### config.mk
export PLATFORM = sky130hd
export DESIGN_NAME = fifo_uart_tx
export DESIGN_NICKNAME = d
export VERILOG_FILES = /design/src/rtl/fifo_uart_tx.sv
export SDC_FILE = /design/constraint.sdc
export NUM_CORES = 1
export LEC_CHECK = 0
export CORE_MARGIN = 2
export CORE_UTILIZATION = 44
export CTS_CLUSTER_DIAMETER = 30
export CTS_CLUSTER_SIZE = 25
export DETAILED_ROUTE_END_ITERATION = 8
export MAX_ROUTING_LAYER = met4
export PLACE_DENSITY = 0.78
export SKIP_LAST_GASP = 1
export SLEW_MARGIN = 20
export SYNTH_ARGS = -nofsm -noshare
export SYNTH_HDL_FRONTEND = slang
export SYNTH_SLANG_ARGS = --single-unit
### constraint.sdc
create_clock -name clk -period 6.35 [get_ports clk]
set_input_delay 1.905 -clock clk [delete_from_list [all_inputs] [get_ports clk]]
set_output_delay 1.905 -clock clk [all_outputs]
set_load 0.05 [all_outputs]
### src/rtl/fifo_uart_tx.sv
// rtl/fifo_uart_tx.sv - FIFO-draining UART transmitter: start, WID data bits LSB-first, optional even parity, stop.
module fifo_uart_tx #(
  parameter int WID          = 16,
  parameter int CLKS_PER_BIT = 4,
  parameter int PARITY_EN    = 1
) (
  input  logic           clk,
  input  logic           rst,
  input  logic           en_i,
  input  logic           fifo_empty_i,
  input  logic [WID-1:0] fifo_rdata_i,
  output logic           fifo_rd_o,
  output logic           tx_o,
  output logic           busy_o,
  output logic           frame_done_o,
  output logic [15:0]    word_cnt_o
);

  localparam int CW = (CLKS_PER_BIT > 1) ? $clog2(CLKS_PER_BIT) : 1;
  localparam int IW = (WID > 1) ? $clog2(WID) : 1;
  localparam logic [CW-1:0] LAST_BAUD = CW'(CLKS_PER_BIT - 1);
  localparam logic [IW-1:0] LAST_BIT  = IW'(WID - 1);

  typedef enum logic [2:0] {S_IDLE, S_START, S_DATA, S_PARITY, S_STOP} state_t;

  state_t          r_state;
  state_t          w_next;
  logic [CW-1:0]   r_baud;
  logic [IW-1:0]   r_bit_idx;
  logic [WID-1:0]  r_shreg;
  logic            r_par;
  logic            r_tx;
  logic            r_busy;
  logic [15:0]     r_word_cnt;
  logic            w_bit_end;
  logic            w_stop_end;
  logic            w_launch;
  logic            w_tx_next;

  assign w_bit_end  = (r_baud == LAST_BAUD);
  assign w_stop_end = (r_state == S_STOP) && w_bit_end;
  // Gated by reset so no read strobe escapes while the block is held in reset.
  assign w_launch   = rst && en_i && !fifo_empty_i && ((r_state == S_IDLE) || w_stop_end);

  always_ff @(posedge clk or negedge rst) begin
    if (!rst) r_state <= S_IDLE;
    else      r_state <= w_next;
  end

  always_comb begin
    w_next = r_state;
    case (r_state)
      S_IDLE:   if (w_launch) w_next = S_START;
      S_START:  if (w_bit_end) w_next = S_DATA;
      S_DATA:   if (w_bit_end && (r_bit_idx == LAST_BIT))
                  w_next = (PARITY_EN != 0) ? S_PARITY : S_STOP;
      S_PARITY: if (w_bit_end) w_next = S_STOP;
      S_STOP:   if (w_bit_end) w_next = w_launch ? S_START : S_IDLE;
      default:  w_next = S_IDLE;
    endcase
  end

  always_comb begin
    fifo_rd_o    = w_launch;
    frame_done_o = w_stop_end;
    w_tx_next    = r_tx;
    if (w_launch) begin
      w_tx_next = 1'b0;
    end else if (w_bit_end) begin
      case (r_state)
        S_START:  w_tx_next = r_shreg[0];
        // r_shreg shifts on this same edge, so the next bit is still at index 1.
        S_DATA:   w_tx_next = (r_bit_idx == LAST_BIT) ? ((PARITY_EN != 0) ? r_par : 1'b1) : r_shreg[1];
        S_PARITY: w_tx_next = 1'b1;
        S_STOP:   w_tx_next = 1'b1;
        default:  w_tx_next = 1'b1;
      endcase
    end
  end

  always_ff @(posedge clk or negedge rst) begin
    if (!rst) begin
      r_baud     <= '0;
      r_bit_idx  <= '0;
      r_shreg    <= '0;
      r_par      <= 1'b0;
      r_tx       <= 1'b1;
      r_busy     <= 1'b0;
      r_word_cnt <= '0;
    end else begin
      r_tx   <= w_tx_next;
      r_busy <= (w_next != S_IDLE);
      if (w_stop_end) r_word_cnt <= r_word_cnt + 16'd1;
      if (w_launch) begin
        r_shreg <= fifo_rdata_i;
        r_par   <= ^fifo_rdata_i;
        r_baud  <= '0;
      end else if (r_state != S_IDLE) begin
        r_baud <= w_bit_end ? '0 : r_baud + CW'(1);
        if (w_bit_end && (r_state == S_START)) begin
          r_bit_idx <= '0;
        end else if (w_bit_end && (r_state == S_DATA)) begin
          r_shreg   <= r_shreg >> 1;
          r_bit_idx <= r_bit_idx + IW'(1);
        end
      end
    end
  end

  assign tx_o       = r_tx;
  assign busy_o     = r_busy;
  assign word_cnt_o = r_word_cnt;

endmodule

Yosys cells after proc, flatten, opt, wreduce, memory -nomap -nowiden
Cells that the tools add are included.
W data, S select, Z words.

storage, ports and cells
  flip-flop bits (word level) = 44
  input bits = 20
  output and inout bits = 20
  logic and storage cells = 58

cells by class
  add/sub/neg operators = 3
  equality and inequality tests = 7
  mux-type cells = 20
  bitwise gates (word level) = 1
  reductions and logical operators = 19

operators with widths
  kind                     count
  $mux W16                 4
  $add A16 B1 Y16 const B  1
  $reduce_xor A16 Y1       1
  $mux W3                  5
  $pmux W3 S5              1
  $mux W4                  2
  $reduce_bool A2 Y1       4
  $logic_and A1 B1 Y1      7
  $eq A3 B2 Y1 const B     2
  $mux W2                  3
  $reduce_and A3 Y1        2
  $reduce_bool A3 Y1       2
  $add A4 B1 Y4 const B    1
  $eq A4 B4 Y1 const B     1
  $mux W1                  4
  $eq A3 B1 Y1 const B     1
  $eq A3 B3 Y1 const B     1
  $logic_not A3 Y1         1
  $add A2 B1 Y2 const B    1
  $eq A2 B2 Y1 const B     1
  $ne A2 B2 Y1 const B     1
  $pmux W1 S2              1
  $logic_not A1 Y1         1
  $logic_or A1 B1 Y1       1
  $not A1 Y1               1

Longest topological paths before layout
  depth after elaboration = 8
  depth in mapped cells = 9
  mapped depth without buffers = 6

Least setup slack after synthesis
OpenSTA, ideal clock, no wires.

  path kind = input to output
  from = input fifo_empty_i
  to = output fifo_rd_o
  arrival time = 3239 ps
  required time = 4445 ps
  setup slack = 1206 ps
  stages = 3
  path buffers = 1
  path through = nand3b_1 > nor4_2 > clkbuf_1

on the way
  longest elaborated chain between the ends = 3

ends and longest elaborated chain
  item                               RTL line  RTL
  start, declared                    10        input logic fifo_empty_i,
  $logic_not A1 Y1                   43        assign w_launch = rst && en_i && !fifo_empty_i && ((r_state == S_IDLE) || w_stop_end);
  $logic_and A1 B1 Y1 (2 in series)  43
  end, declared                      12        output logic fifo_rd_o,

No other way between the ends.

Worst setup path after layout
Ends and elaborated chain as after synthesis.

==> impl_metrics.json <==
{
  "setup_ws_ns": 1.32,
  "worst-path-stages": 4,
  "synth_nets": 238,
  "clk_pin_slew_ns": 0.08,
  "start_kind": "input port",
  "cp_slowest_cell": "clkdlybuf4s50_1",
  "placed_area_mm2": 0.00265,
  "finalPower_mw": 0.935,
  "post-route-period-util": 0.792,
  "first_pass_iters": 4,
  "seq_area_frac_synth": 0.499,
  "ys_warn_count": 0,
  "grt_usage": 0.170,
  "p_leak_nw": 1.09,
  "die_w_um": 74.8,
  "status": "finished, final reports clean",
  "top_layer_used": "met4",
  "crit_family": "simple AND/OR/NAND/NOR gates",
  "clock_skew_ns": 0.00215,
  "tightest_slew_ns": 0.937,
  "endpoint_kind": "output pin",
  "pre_cts_slack_ns": 1.33,
  "max_slew_margin": 0.375,
  "grt_pass1_wl_um": 6940,
  "cts_setup_buffers": 0,
  "place_inst": 313,
  "dr_wl_met3_um": 135,
  "hold_viol": 0,
  "synth-seq-cells": 44,
  "rr_worst_depth": 5,
  "drive_gt1_frac": 0.0748,
  "die_h_um": 74.8,
  "maxCapViolations": 0,
  "dpl.hpwl_um": 3090,
  "syn_avg_cell_area_um2": 10.3,
  "routed_wl_um": 4170,
  "period_needed_ns": 5.03,
  "layoutNonFillerInstCount": 321,
  "synth_cell_types": 37,
  "syn_area_mm2": 0.00221,
  "vias": 1626,
  "drtIter0Drc": 69,
  "io_pins": 40,
  "cts_resized": 0,
  "hold_path_depth": 1,
  "cts_tree": "done",
  "hold_ws_ns": 0.487,
  "drt.antenna.violating_nets": 0,
  "core-area_mm2": 0.00479,
  "fmax_ghz": 0.199,
  "finalSetupViolations": 0,
  "start_util": 0.461,
  "htreeDepth": 2,
  "path_cells": "clkdlybuf4s50_1 > nand3b_1 > nor4_4 > buf_12",
  "route.met2.wl_um": 2080,
  "clkLatencyLatePin_ns": 0.30,
  "utilization": 0.573,
  "nets": 276,
  "ir_worst_vdd_v": 0.000193,
  "die_area_mm2": 0.00560,
  "wl_met1_um": 1880,
  "drc_errors": 0,
  "cts_buffer_depth": 2,
  "ctsHoldBuffers": 0,
  "crit_type": "input port to output pin",
  "grt_pass1_vias": 1555,
  "gr-total-overflow": 0,
  "gp_congestion": 0.847,
  "cts_root_buf": "clkbuf_8",
  "rows": 25,
  "syn_to_final_growth_pct": 24.1,
  "hold_path.class": "flop to flop",
  "numCtsBuffers": 5,
  "antenna_found_initial": 0,
  "arrival_ns": 3.12,
  "slew_viol_final": 0,
  "diodes": 0,
  "netlist_instances": 215,
  "wl_per_cell_um": 13.0,
  "critPathBufInv": 2,
  "required_ns": 4.45,
  "max_stage_delay_ns": 0.39,
  "grt_max_degree": 45,
  "power_density_mw_per_mm2": 341,
  "worstPathMaxFanout": 4,
  "rsz0062_at_grt": "no",
  "port_buffers": 39,
  "vias_per_cell": 5.07,
  "fin_tns_setup_ns": 0,
  "clock_sinks": 44,
  "postLayoutCellArea_mm2": 0.00274
}
## per-layer routing
layer | vias to the layer above | global-route usage
li1 | 814 | -
met1 | 779 | 0.206
met2 | 28 | 0.271
met3 | 5 | 0.0402
met4 | 0 | 0.0714
met5 | - | -
## state kept, by name (all words and copies together), names as in the netlist
name	flops
r_baud	2
r_shreg	16
tx_o	1
r_state	3
word_cnt_o	16
r_bit_idx	4
r_par	1
busy_o	1
## final cells by class
type | count | area, µm²
Clock buffer | 5 | 68.8
Multi-Input combinational cell | 155 | 1030
Timing Repair Buffer | 41 | 410
Sequential cell | 44 | 1100
Clock inverter | 3 | 18.8
Fill cell | 432 | 2040
Inverter | 6 | 22.5
Tap cell | 67 | 83.8
## Yosys cell counts
library cell | n | share of area
or3_1 | 1 | 0.0028
xnor2_1 | 26 | 0.10
a2111oi_0 | 1 | 0.0040
clkbuf_1 | 4 | 0.0068
mux2_2 | 1 | 0.0051
nor2_2 | 1 | 0.0028
and3_1 | 4 | 0.011
nand2_1 | 25 | 0.042
inv_1 | 6 | 0.010
a31oi_1 | 1 | 0.0028
and2_4 | 1 | 0.0040
o22ai_1 | 1 | 0.0028
nand4_1 | 3 | 0.0085
dfrtp_1 | 43 | 0.49
nor3_1 | 6 | 0.014
and2_1 | 1 | 0.0028
o21ai_0 | 24 | 0.054
nor2_1 | 12 | 0.020
dfstp_2 | 1 | 0.012
a311oi_1 | 1 | 0.0040
and4bb_2 | 1 | 0.0057
nor2b_1 | 1 | 0.0028
nor3b_1 | 1 | 0.0034
and4_1 | 1 | 0.0040
mux2i_1 | 15 | 0.068
nand3_1 | 5 | 0.011
nand3b_1 | 2 | 0.0068
xor2_1 | 5 | 0.020
ha_1 | 3 | 0.017
nor3b_2 | 1 | 0.0057
buf_2 | 4 | 0.0091
a22oi_1 | 2 | 0.0068
a21oi_1 | 5 | 0.011
a22o_1 | 2 | 0.0079
o31ai_1 | 1 | 0.0034
nor4_2 | 1 | 0.0057
buf_6 | 2 | 0.010
## cell usage in the layout (no fill, tap or decap), types with 2 or more instances in the layout
| master | n |
|---|---|
| a21oi_1 | 5 |
| a22o_1 | 2 |
| a22oi_1 | 2 |
| and3_1 | 4 |
| buf_4 | 2 |
| clkbuf_8 | 5 |
| clkdlybuf4s50_1 | 37 |
| clkinv_2 | 2 |
| dfrtp_1 | 43 |
| ha_1 | 3 |
| inv_1 | 6 |
| mux2i_1 | 15 |
| nand2_1 | 25 |
| nand3_1 | 5 |
| nand3b_1 | 2 |
| nand4_1 | 3 |
| nor2_1 | 12 |
| nor3_1 | 6 |
| o21ai_0 | 24 |
| xnor2_1 | 26 |
| xor2_1 | 5 |
## final timing paths
path                       slack [ns]      startpoint        endpoint
max                              1.32    fifo_empty_i       fifo_rd_o
min                              0.49  word_cnt_o[15]  word_cnt_o[15]
max reg2reg                      4.12       r_baud[0]     r_shreg[13]
min reg2reg                      0.49  word_cnt_o[15]  word_cnt_o[15]
max in group asynchronous        4.27             rst            tx_o
min in group asynchronous        1.69             rst   word_cnt_o[7]
## power breakdown
part	total (mW)	switching (mW)	leakage [nW]	internal, mW
Sequential	0.450	0.0787	0.561	0.372
Clock	0.174	0.0974	0.0479	0.0767
Combinational	0.311	0.170	0.478	0.141
Total	0.935	0.346	1.09	0.589
## cells by family after synthesis
| group | count (synthesis) | synth area share |
|---|---|---|
| buf+inv | 16 | 0.0363 |
| compound gates | 38 | 0.0975 |
| flops | 44 | 0.499 |
| xor+xnor | 31 | 0.123 |
| simple gates | 67 | 0.154 |
| mux | 16 | 0.0731 |
| fa+ha+maj | 3 | 0.0170 |
Note: power is estimated with default switching activity, not from simulation.
